===== src/rtl/ppm_pkg.sv =====
// Shared PPM link definitions: EOF detector FSM encoding and the default
// EOF marker shape used by both the transmit generator and receive detector.
package ppm_pkg;

    // EOF detector FSM states
    typedef enum logic [1:0] {
        ST_IDLE  = 2'd0,
        ST_HIGH  = 2'd1,
        ST_GAP   = 2'd2,
        ST_ABORT = 2'd3
    } ppm_eof_state_e;

    // Default EOF marker shape: EOF_REPEAT bursts of (HIGH_LEN ones, GAP_LEN zeros)
    localparam int EOF_HIGH_LEN_DEF = 2;
    localparam int EOF_GAP_LEN_DEF  = 4;
    localparam int EOF_REPEAT_DEF   = 2;

    function automatic int max2(input int a, input int b);
        return (a > b) ? a : b;
    endfunction

endpackage


===== src/rtl/ppm_sync2.sv =====
// Two-flop synchroniser for the asynchronous PPM line, resets to 0.
module ppm_sync2 (
    input  logic clk,
    input  logic rst_n,
    input  logic d,
    output logic q
);

    logic meta;

    // Two back-to-back flops; q is safe to use in the clk domain
    always_ff @(posedge clk or negedge rst_n) begin
        if (!rst_n) begin
            meta <= 1'b0;
            q    <= 1'b0;
        end else begin
            meta <= d;
            q    <= meta;
        end
    end

endmodule


===== src/rtl/ppm_eof_detect.sv =====
// Receive-side PPM end-of-frame detector. Samples the synchronised line once
// per slot and recognises EOF_REPEAT bursts of EOF_HIGH_LEN high slots each
// closed by EOF_GAP_LEN low slots. Reports a one-cycle pulse and a sticky flag.
// Optional silence timeout: define PPM_EOF_TIMEOUT_EN to add eof_timeout.
module ppm_eof_detect
    import ppm_pkg::*;
#(
    parameter int EOF_HIGH_LEN  = EOF_HIGH_LEN_DEF,
    parameter int EOF_GAP_LEN   = EOF_GAP_LEN_DEF,
    parameter int EOF_REPEAT    = EOF_REPEAT_DEF
`ifdef PPM_EOF_TIMEOUT_EN
   ,parameter int TIMEOUT_SLOTS = 1024
`endif
) (
    input  logic clk,
    input  logic rst_n,
    input  logic rx_en,
    input  logic ppm_in,
    input  logic eof_clr,
    output logic eof_detected,
    output logic eof_flag,
`ifdef PPM_EOF_TIMEOUT_EN
    output logic eof_busy,
    output logic eof_timeout
`else
    output logic eof_busy
`endif
);

    localparam int RW = $clog2(max2(EOF_HIGH_LEN, EOF_GAP_LEN) + 1);
    localparam int PW = $clog2(EOF_REPEAT + 1);
    localparam logic [RW-1:0] HIGH_MAX = RW'(EOF_HIGH_LEN);
    localparam logic [RW-1:0] GAP_LAST = RW'(EOF_GAP_LEN - 1);
    localparam logic [RW-1:0] RUN_ONE  = RW'(1);
    localparam logic [PW-1:0] REP_LAST = PW'(EOF_REPEAT - 1);

    logic           s;
    logic           timeout_set;
    ppm_eof_state_e state;
    logic [RW-1:0]  run_cnt;
    logic [PW-1:0]  rep_cnt;

    ppm_sync2 u_sync (
        .clk   (clk),
        .rst_n (rst_n),
        .d     (ppm_in),
        .q     (s)
    );

    // Marker FSM; busy and detect pulse are registered alongside the state
    always_ff @(posedge clk or negedge rst_n) begin
        if (!rst_n) begin
            state        <= ST_IDLE;
            run_cnt      <= '0;
            rep_cnt      <= '0;
            eof_detected <= 1'b0;
            eof_busy     <= 1'b0;
        end else if (!rx_en) begin
            state        <= ST_IDLE;
            run_cnt      <= '0;
            rep_cnt      <= '0;
            eof_detected <= 1'b0;
            eof_busy     <= 1'b0;
        end else begin
            eof_detected <= 1'b0;
            eof_busy     <= 1'b0;
            case (state)
                ST_IDLE: begin
                    if (s) begin
                        state    <= ST_HIGH;
                        run_cnt  <= RUN_ONE;
                        eof_busy <= 1'b1;
                    end
                end
                ST_HIGH: begin
                    if (s) begin
                        if (run_cnt < HIGH_MAX) begin
                            run_cnt  <= run_cnt + 1'b1;
                            eof_busy <= 1'b1;
                        end else begin
                            // pulse longer than a burst: never a marker
                            state <= ST_ABORT;
                        end
                    end else if (run_cnt == HIGH_MAX) begin
                        state    <= ST_GAP;
                        run_cnt  <= RUN_ONE;
                        eof_busy <= 1'b1;
                    end else begin
                        // ordinary data pulse breaks any partial marker
                        state   <= ST_IDLE;
                        run_cnt <= '0;
                        rep_cnt <= '0;
                    end
                end
                ST_GAP: begin
                    if (s) begin
                        // gap too short; this high sample may begin a fresh marker
                        state    <= ST_HIGH;
                        run_cnt  <= RUN_ONE;
                        rep_cnt  <= '0;
                        eof_busy <= 1'b1;
                    end else if (run_cnt < GAP_LAST) begin
                        run_cnt  <= run_cnt + 1'b1;
                        eof_busy <= 1'b1;
                    end else begin
                        state   <= ST_IDLE;
                        run_cnt <= '0;
                        if (rep_cnt == REP_LAST) begin
                            eof_detected <= 1'b1;
                            rep_cnt      <= '0;
                        end else begin
                            rep_cnt <= rep_cnt + 1'b1;
                        end
                    end
                end
                default: begin
                    if (!s) begin
                        state   <= ST_IDLE;
                        run_cnt <= '0;
                        rep_cnt <= '0;
                    end
                end
            endcase
        end
    end

`ifdef PPM_EOF_TIMEOUT_EN
    localparam int TW = $clog2(TIMEOUT_SLOTS + 1);
    localparam logic [TW-1:0] SIL_MAX = TW'(TIMEOUT_SLOTS);

    logic [TW-1:0] sil_cnt;

    // Silence counter: counts low slots, pulses once on reaching the limit, then holds
    always_ff @(posedge clk or negedge rst_n) begin
        if (!rst_n) begin
            sil_cnt     <= '0;
            eof_timeout <= 1'b0;
        end else begin
            eof_timeout <= 1'b0;
            if (!rx_en || s) begin
                sil_cnt <= '0;
            end else if (sil_cnt < SIL_MAX) begin
                sil_cnt <= sil_cnt + 1'b1;
                if (sil_cnt == SIL_MAX - 1'b1)
                    eof_timeout <= 1'b1;
            end
        end
    end

    assign timeout_set = eof_timeout;
`else
    assign timeout_set = 1'b0;
`endif

    // Sticky flag; a new event in the same cycle as a clear keeps it set
    always_ff @(posedge clk or negedge rst_n) begin
        if (!rst_n)
            eof_flag <= 1'b0;
        else if (eof_detected || timeout_set)
            eof_flag <= 1'b1;
        else if (eof_clr)
            eof_flag <= 1'b0;
    end

endmodule

===== config.mk =====
export PLATFORM = sky130hd
export DESIGN_NAME = ppm_eof_detect
export DESIGN_NICKNAME = d
export VERILOG_FILES = /design/src/rtl/ppm_pkg.sv /design/src/rtl/ppm_sync2.sv /design/src/rtl/ppm_eof_detect.sv
export SDC_FILE = /design/constraint.sdc
export NUM_CORES = 1
export LEC_CHECK = 0
export ABC_CLOCK_PERIOD_IN_PS = 1700
export BUFFER_PORTS_ARGS = -buffer_cell sky130_fd_sc_hd__buf_2
export CAP_MARGIN = 20
export CORE_UTILIZATION = 35
export DETAILED_ROUTE_END_ITERATION = 8
export GPL_ROUTABILITY_DRIVEN = 0
export PLACE_DENSITY = 0.52
export SLEW_MARGIN = 10
export SYNTH_ARGS = -nofsm -noshare
export SYNTH_HDL_FRONTEND = slang
export SYNTH_SLANG_ARGS = --single-unit

===== constraint.sdc =====
create_clock -name clk -period 1.7 [get_ports clk]
set_clock_uncertainty 0.2 [all_clocks]
set_input_delay 0.17 -clock clk [delete_from_list [all_inputs] [get_ports clk]]
set_output_delay 0.17 -clock clk [all_outputs]
set_load 0.03 [all_outputs]

# Yosys cells after proc, flatten, opt, wreduce, memory -nomap -nowiden
# Cells that the tools add are included.
[classes] addsub=2 muxes=40 n_reduce_logical=5 order_cmp=2 eq_ne=13
[ops] operator="$mux 2" count=14
[ops] operator="$mux 3" count=7
[ops] operator="$mux 1" count=15
[ops] operator="$pmux 2 s3" count=2
[ops] operator="$ne 3x3->1 const B" count=3
[ops] operator="$pmux 3 s3" count=1
[ops] operator="$ne 4x4->1 const B" count=2
[ops] operator="$lt 3x2->1 const B" count=2
[ops] operator="$ne 5x5->1 const B" count=1
[ops] operator="$reduce_and 5->1" count=1
[ops] operator="$eq 2x1->1 const B" count=2
[ops] operator="$ne 4x3->1 const B" count=1
[ops] operator="$reduce_and 4->1" count=1
[ops] operator="$add 3x1->3 const B" count=1
[ops] operator="$eq 3x2->1 const B" count=1
[ops] operator="$ne 3x2->1 const B" count=1
[ops] operator="$pmux 1 s3" count=1
[ops] operator="$reduce_and 3->1" count=1
[ops] operator="$add 2x1->2 const B" count=1
[ops] operator="$eq 2x2->1 const B" count=1
[ops] operator="$logic_not 2->1" count=1
[ops] operator="$ne 2x2->1 const B" count=1
[ops] operator="$reduce_bool 2->1" count=1
[word_totals] wordCells=70 input_bits=5 regBits=12 out_inout_bits=3

# Depth between registers and ports, before layout
# Gate-level depths: netlist of run 1.
[logic_depth] depth_word=6 depth_mapped=6

# Hierarchy
# From an unflattened synthesis of run 1, not the netlist that was laid out.
[hier_totals] hier_cells=81 hier_area_um2=780.7
[modules_own_cells] mod="ppm_eof_detect" seq_area_each_um2=250.2 instances=1 area_each_um2=730.7 cells_each=79
[modules_own_cells] mod="ppm_sync2" seq_area_each_um2=50.0 instances=1 area_each_um2=50.0 cells_each=2

# Worst setup path after synthesis of run 1
# OpenSTA, ideal clock, no wires.
[synth_timing] path_type="reg-to-reg" from="register run_cnt[2]" to="register run_cnt[1]" path_stages_with_launch=5 required_ns=1.390 t_arrival_ns=1.346 slack_ns=0.044 period_less_slack_ns=1.656 path_cell_list="dfrtp_1 buf_6 o311a_1 o21a_2 o41ai_1"
[synth_between] elab_chain_len=5 elab_cells_between_ends=8 classes_between="order compare: 2; eq/ne: 1; mux: 4; reduce/logical: 1"
[synth_rtl] element="from (decl)" line="ppm_eof_detect.sv:40" source="logic [RW-1:0] run_cnt;"
[synth_rtl] element="from (signal assigned)" line="ppm_eof_detect.sv:78" source="run_cnt <= run_cnt + 1'b1;"
[synth_rtl] element="from (signal assigned)" line="ppm_eof_detect.sv:103" source="run_cnt <= run_cnt + 1'b1;"
[synth_rtl] element="$lt 3x2->1" line="ppm_eof_detect.sv:102" source="end else if (run_cnt < GAP_LAST) begin"
[synth_rtl] element="$mux 3" line="ppm_eof_detect.sv:102"
[synth_rtl] element="$mux 3" line="ppm_eof_detect.sv:96" source="if (s) begin"
[synth_rtl] element="$pmux 3 s3" line="ppm_eof_detect.sv:67" source="case (state)"
[synth_rtl] element="$mux 3" line="ppm_eof_detect.sv:58" source="end else if (!rx_en) begin"
# Parallel ways exist; a longest one is shown, timed or not.
# A chain may end at the register's enable or synchronous reset.

# Worst setup path after layout of run 1
[layout_timing] from="register run_cnt[1]" to="register run_cnt[1]"
[layout_between] elab_chain_len=5 elab_cells_between_ends=11 classes_between="add/sub: 1; order compare: 2; eq/ne: 1; mux: 6; reduce/logical: 1"
[layout_rtl] element="$add 3x1->3 or $lt 3x2->1 (tied branches)" line="ppm_eof_detect.sv:78, ppm_eof_detect.sv:103, ppm_eof_detect.sv:102"
[layout_rtl] element="$mux 3, on equally long branches" line="ppm_eof_detect.sv:102, ppm_eof_detect.sv:77"
[layout_rtl] element="$mux 3, on equally long branches" line="ppm_eof_detect.sv:96, ppm_eof_detect.sv:76"
[layout_rtl] element="$pmux 3 s3" line="ppm_eof_detect.sv:67"
[layout_rtl] element="$mux 3" line="ppm_eof_detect.sv:58"
# Parallel ways exist; a longest one is shown, timed or not. The select of a mux whose other input is x is not followed.

==> results.md, run 1 <==
* Status: finished clean
* Root Driver: clkbuf_4
* Pre-antenna DRT Iters at 4
* Met3 wire length at 58 um
* RSZ-0062 raised after global routing: false
* Drt via density at 5.06
* Worst path top cell family by delay: compound AO/OA/AOI/OAI gates
* DP Area at 702 um^2
* Avg WL per Cell at 11.5 um
* GRT overflow at 0
* Synthesis Warnings at 0
* Core ar. at 1730 um^2
* Final nets at 88
* Num Clock Sinks at 12
* Clock latency on the worst-skew pair at 0.27 ns
* Routed wire length at 1210 um
* Reg-to-Reg Start: run_cnt[1]
* Synth Area per Inst at 10.2 um^2
* Pins over their slew limit at 0
* Maxcap violations at 0
* CP Cell Sequence: o311a_1, o21a_2, o41ai_1
* Netlist cell types at 29
* Clock Path Buffers at 2
* Final setup TNS at 0 ns
* Pin count of the biggest net entering global routing at 13
* Final hold vios at 0
* Initial Utilization at 0.377
* Yosys reg bits at 12
* Largest stage delay, worst path at 0.45 ns
* Final setup violation count at 0
* DR WL met2 at 561 um
* Gr usage total at 0.132
* CTS H-tree lvls at 1
* CP required at 1.66 ns
* Vias in the first global route at 437
* Die area at 2040 um^2
* Most common cell after layout, fill and taps aside: dfrtp_1
* ANT cells at 0
* Io pins at 8
* IO buf count at 7
* Worst slew pin tran at 0.368 ns
* Pwr Total at 0.000601 W
* DRC viols at 0
* Post-route insts no fill at 105
* Remaining antenna violation count at 0
* Critical Path AT at 1.58 ns
* DIE HEIGHT at 45.1 um
* Worst Path Class, Setup: register to register
* Worst Setup End Kind: register
* Worst Path Buf+Inv at 0
* Global-route wire length before repair at 1850 um
* Dpl hpwl at 837 um
* DR vias at 531
* CTS tree: done
* Cells after DPL at 96
* Syn Inst Count at 64
* Lkg Pwr at 0.388 nW
* Worst path slowest cell: dfrtp_2
* Filler instances at 187
* Post-synthesis sequential area ratio at 0.462
* Critical path startpoint: run_cnt[1]
* Hold Path Class: primary input to asynchronous set/reset pin
* Synthesized cell area at 651 um^2
* Setup ws final at 0.0759 ns
* # rows at 15
* Rel. slew slack at 0.755
* Max FO, Critical Path at 7
* TritonCTS buffer count at 3
* Clock-pin slew on the worst setup and hold paths at 0.07 ns
* Initial antenna violation count at 0
* Layout cells sized above 1 at 0.275
* Design area at 796 um^2
* Critical Path Source Type: register
* Area delta synth->final at 22.3%
* Syn nets at 71
* Worst slack at placement at 0.0752 ns
* M1 WL at 581 um
* Cell Pwr Density at 755 nW/um^2
* Commonest cells after routing, fill and taps aside: 10 x dfrtp_1, 8 x nand2_1, 7 x buf_2
* Achievable Freq at 616 MHz
* Die X at 45.1 um
* Initial drt markers at 5
* Tcrit/Tclk final at 0.955
* Peak supply drop at 0.000556 V
* Top Layer Used: met4
* Period minus WS final at 1.62 ns
[power breakdown]
part	internal, W	switching [W]
combinational	0.0000361	0.0000368
clock	0.000130	0.0000891
sequential	0.000296	0.0000130
total	0.000462	0.000139
[routing by layer]
metal / GRT usage / vias up
li1: - / 260
met4: 0.0182 / 0
met5: 0 / -
met3: 0.0720 / 2
met1: 0.157 / 257
met2: 0.214 / 12
[synth_stat cells, drive strengths merged]
| cell | count | area [um^2] |
|---|---|---|
| nand2b | 1 | 6.26 |
| and3 | 1 | 6.26 |
| a2bb2oi | 1 | 8.76 |
| ha | 2 | 25.0 |
| and3b | 1 | 10.0 |
| o31ai | 2 | 15.0 |
| and2 | 1 | 6.26 |
| mux2 | 1 | 11.3 |
| dfrtp | 12 | 300 |
| o211ai | 1 | 7.51 |
| nor4bb | 1 | 10.0 |
| a211o | 1 | 8.76 |
| a31oi | 1 | 6.26 |
| nor3 | 2 | 10.0 |
| o311a | 1 | 10.0 |
| a22oi | 1 | 7.51 |
| nor2b | 1 | 6.26 |
| nor3b | 1 | 7.51 |
| mux2i | 1 | 10.0 |
| o41ai | 2 | 17.5 |
| o21a | 1 | 8.76 |
| o21ai | 3 | 15.0 |
| a21boi | 1 | 7.51 |
| nor2 | 2 | 7.51 |
| nand2 | 8 | 30.0 |
| a21oi | 4 | 20.0 |
| a21o | 1 | 7.51 |
| inv | 5 | 18.8 |
| buf | 4 | 45.0 |
[registers in the layout, indices dropped and copies added (netlist names)]
signal / count
state: 2
eof_flag: 1
u_sync.meta: 1
eof_busy: 1
rep_cnt: 2
run_cnt: 3
eof_detected: 1
u_sync.q: 1
[layout make-up]
cell class / count / area [um^2] / area share
Inverter: 5 / 18.8 / 0.0236
Sequential cell: 12 / 303 / 0.381
Timing Repair Buffer: 16 / 113 / 0.142
Clock buffer: 4 / 36.3 / 0.0456
Tap cell: 25 / 31.3 / 0.0393
Multi-Input combinational cell: 43 / 294 / 0.369
[per-stage QoR]
stage	utilization	hold slack, ns
2_1_floorplan	-	-0.326
3_3_place_gp	0.407	-0.133
3_5_place_dp	0.407	-0.136
4_1_cts	0.451	0.102
5_1_grt	0.461	0.124
6_report	0.461	0.102
[worst paths after layout]
| kind | to | slack, ns | cells past startpoint |
|---|---|---|---|
| setup reg to reg | run_cnt[1] | 0.08 | 3 |
| max in group asynchronous | run_cnt[0] | 0.96 | 2 |
| hold / removal | eof_busy | 0.10 | 2 |
| hold reg to reg | u_sync.q | 0.16 | 0 |
| setup / recovery | run_cnt[1] | 0.08 | 3 |
| min in group clk | u_sync.q | 0.16 | 0 |
[what timing repair did]
action                                  in CTS  in global routing
gates resized for setup                      0                  4
endpoints found under the hold margin       15                  0
hold buffers                                 4                  0
setup buffers                                0                  1
endpoints found under the setup margin       0                  5
[kinds of logic (layout without fill, tap and decap cells)]
group           after synthesis  count (layout)  share of synthesized area
mux                           2               2                     0.0327
buf+inv                       9              25                     0.0981
simple gates                 19              19                      0.154
fa+ha+maj                     2               2                     0.0385
flops                        12              12                      0.462
compound gates               20              20                      0.215
Power figures use the tool's default switching activity.
==> inputs of run 2 (changes only) <==
--- a/config.mk
+++ b/config.mk
@@ -8,6 +8,7 @@
 export ABC_CLOCK_PERIOD_IN_PS = 1700
 export BUFFER_PORTS_ARGS = -buffer_cell sky130_fd_sc_hd__buf_2
 export CAP_MARGIN = 20
+export CORE_ASPECT_RATIO = 0.75
 export CORE_UTILIZATION = 35
 export DETAILED_ROUTE_END_ITERATION = 8
 export GPL_ROUTABILITY_DRIVEN = 0
==> run 2 against run 1 <==
Compared with the run above: die area is essentially flat; wire length grew 4.5%; worst hold slack gained 0.0045 ns; clock power shrank 22%; power shrank 8.8%; final area shrank 2.5%; non-clock buffer count shrank 2; cell count shrank 5.7%; combinational power shrank 7.1%; global-route usage grew 2.3 points; highest routed layer unchanged.
==> results.md, run 2 (same netlist as run 1, synthesis figures left out) <==
* Worst Path Class, Setup: register to register
* Layout Utilization at 0.446 (-0.0151)
* Register area at 302 um^2 (-0.41%)
* Reg-to-Reg Start: run_cnt[1]
* Cell Pwr Density at 706 nW/um^2 (-6.5%)
* R2R Path End: run_cnt[1]
* Maxcap violations at 0 (unchanged)
* Multi-input logic area at 308 um^2 (+4.7%)
* Lkg Pwr at 0.371 nW (-4.3%)
* Area delta synth->final at 19.2%
* Tcrit/Tclk final at 0.955 (about the same)
* Initial Utilization at 0.374 (-0.00298)
* TritonCTS buffer count at 3 (unchanged)
* Pin count of the biggest net entering global routing at 13 (unchanged)
* Setup ws final at 0.0762 ns (+0.000326 ns)
* Die X at 51.8 um (+15%)
* Most common cell after layout, fill and taps aside: dfrtp_1
* Status: finished clean
* Final setup TNS at 0 ns (unchanged)
* Worst slack at placement at 0.0296 ns (-0.0456 ns)
* Biggest register: run_cnt
* RSZ-0062 raised after global routing: true
* Final nets at 86 (-2.3%)
* M1 WL at 652 um (+12%)
* Global-route wire length before repair at 2130 um (+15%)
* CTS H-tree lvls at 1 (unchanged)
* DR vias at 506 (-4.7%)
* Critical Path AT at 1.58 ns (about the same)
* Worst Setup End Kind: register
* Peak supply drop at 0.000426 V (-23%)
* Max FO, Critical Path at 7 (unchanged)
* Hold Path Class: primary input to asynchronous set/reset pin
* Critical Path Source Type: register
* Clock Path Buffers at 2 (unchanged)
* # rows at 13 (-2)
* Top Layer Used: met4
* Final hold vios at 0 (unchanged)
* Commonest cells after routing, fill and taps aside: 11 x dfrtp_1, 8 x nand2_1, 7 x buf_2
* Clock latency on the worst-skew pair at 0.27 ns (about the same)
* Remaining antenna violation count at 0 (unchanged)
* Period minus WS final at 1.62 ns (-0.000326 ns)
* CP required at 1.66 ns (about the same)
* ANT cells at 0 (unchanged)
* Drt via density at 5.11 (+1.1%)
* WHS at 0.107 ns (+0.00450 ns)
* CTS tree: done
* Max reg flops at 3 (unchanged)
* DIE HEIGHT at 39.3 um (-13%)
* Worst Reg-to-Reg Cells at 3 (unchanged)
* Final setup violation count at 0 (unchanged)
* Core ar. at 1740 um^2 (+0.80%)
* DR WL met2 at 524 um (-6.6%)
* Num Clock Sinks at 12 (unchanged)
* Met3 wire length at 74 um (+28%)
* Pwr Total at 0.000548 W (-8.8%)
* Initial antenna violation count at 0 (unchanged)
* Layout cells sized above 1 at 0.273 (-0.00227)
* IO buf count at 7 (unchanged)
* FF-to-FF setup slack at 0.08 ns (about the same)
* Gr usage total at 0.155 (+0.0225)
* Filler instances at 162 (-13%)
* Pre-antenna DRT Iters at 4 (unchanged)
* Avg WL per Cell at 12.8 um (+11%)
* Dpl hpwl at 840 um (+0.38%)
* DRC viols at 0 (unchanged)
* Initial drt markers at 6 (+1)
* Pins over their slew limit at 0 (unchanged)
* Routed wire length at 1270 um (+4.5%)
* Worst slew pin tran at 0.379 ns (+0.0110 ns)
* Clock-pin slew on the worst setup and hold paths at 0.07 ns (about the same)
* Post-CTS setup buffers at 0 (unchanged)
* Rel. slew slack at 0.747 (-0.00732)
* Vias in the first global route at 472 (+8.0%)
* GRT overflow at 0 (unchanged)
* Die area at 2040 um^2 (about the same)
* Largest regs: run_cnt x3, rep_cnt x2, state x2
* Root Driver: clkbuf_4
* Io pins at 8 (unchanged)
* Achievable Freq at 616 MHz (about the same)
-- run 2: routing by layer --
layer | GRT usage | vias to the layer above
met1 | 0.208 | 234
met3 | 0.0698 | 2
met2 | 0.221 | 14
met4 | 0.0405 | 0
met5 | 0 | -
li1 | - | 256
-- run 2: how the worst max path moves through the flow --
stage	startpoint	endpoint	slack [ns]	cells after the start
after floorplan	run_cnt[2]	run_cnt[1]	0.04	4
after global placement	run_cnt[0]	rep_cnt[0]	0.08	6
after detailed placement	run_cnt[1]	run_cnt[2]	0.03	3
after CTS	run_cnt[1]	run_cnt[2]	0.01	3
after global routing	run_cnt[1]	run_cnt[2]	-0.02	3
final	run_cnt[1]	run_cnt[1]	0.08	3
-- run 2: repair_timing --
action | in CTS | in global routing
setup endpoints to repair | 0 | 4
endpoints found under the hold margin | 16 | 0
resized for setup | 0 | 6
hold buffers | 4 | 0
-- run 2: power breakdown --
group / leakage [nW] / internal, W / switching [W]
Sequential: 0.157 / 0.000295 / 0.0000146
Combinational: 0.201 / 0.0000325 / 0.0000352
Clock: 0.0138 / 0.0000819 / 0.0000885
-- run 2: area by class of cell --
cell class              instances  area share
inverters                       5      0.0242
flip-flops and latches         12       0.389
multi-input cells              43       0.397
repair buffers                 14       0.126
well taps                      22      0.0355
clock buffers                   3      0.0290
-- run 2: through the flow --
| stage | cells | area (um^2) |
|---|---|---|
| 2_1_floorplan | 64 | 651 |
| 3_3_place_gp | 92 | 691 |
| 3_5_place_dp | 92 | 691 |
| 4_1_cts | 99 | 753 |
| 5_1_grt | 99 | 776 |
| 6_report | 99 | 776 |
-- run 2: worst max-delay path: stages (launching register included) --
cell     delay, ns
dfrtp_2       0.45
o311a_1       0.29
o21a_2        0.25
o41ai_1       0.32
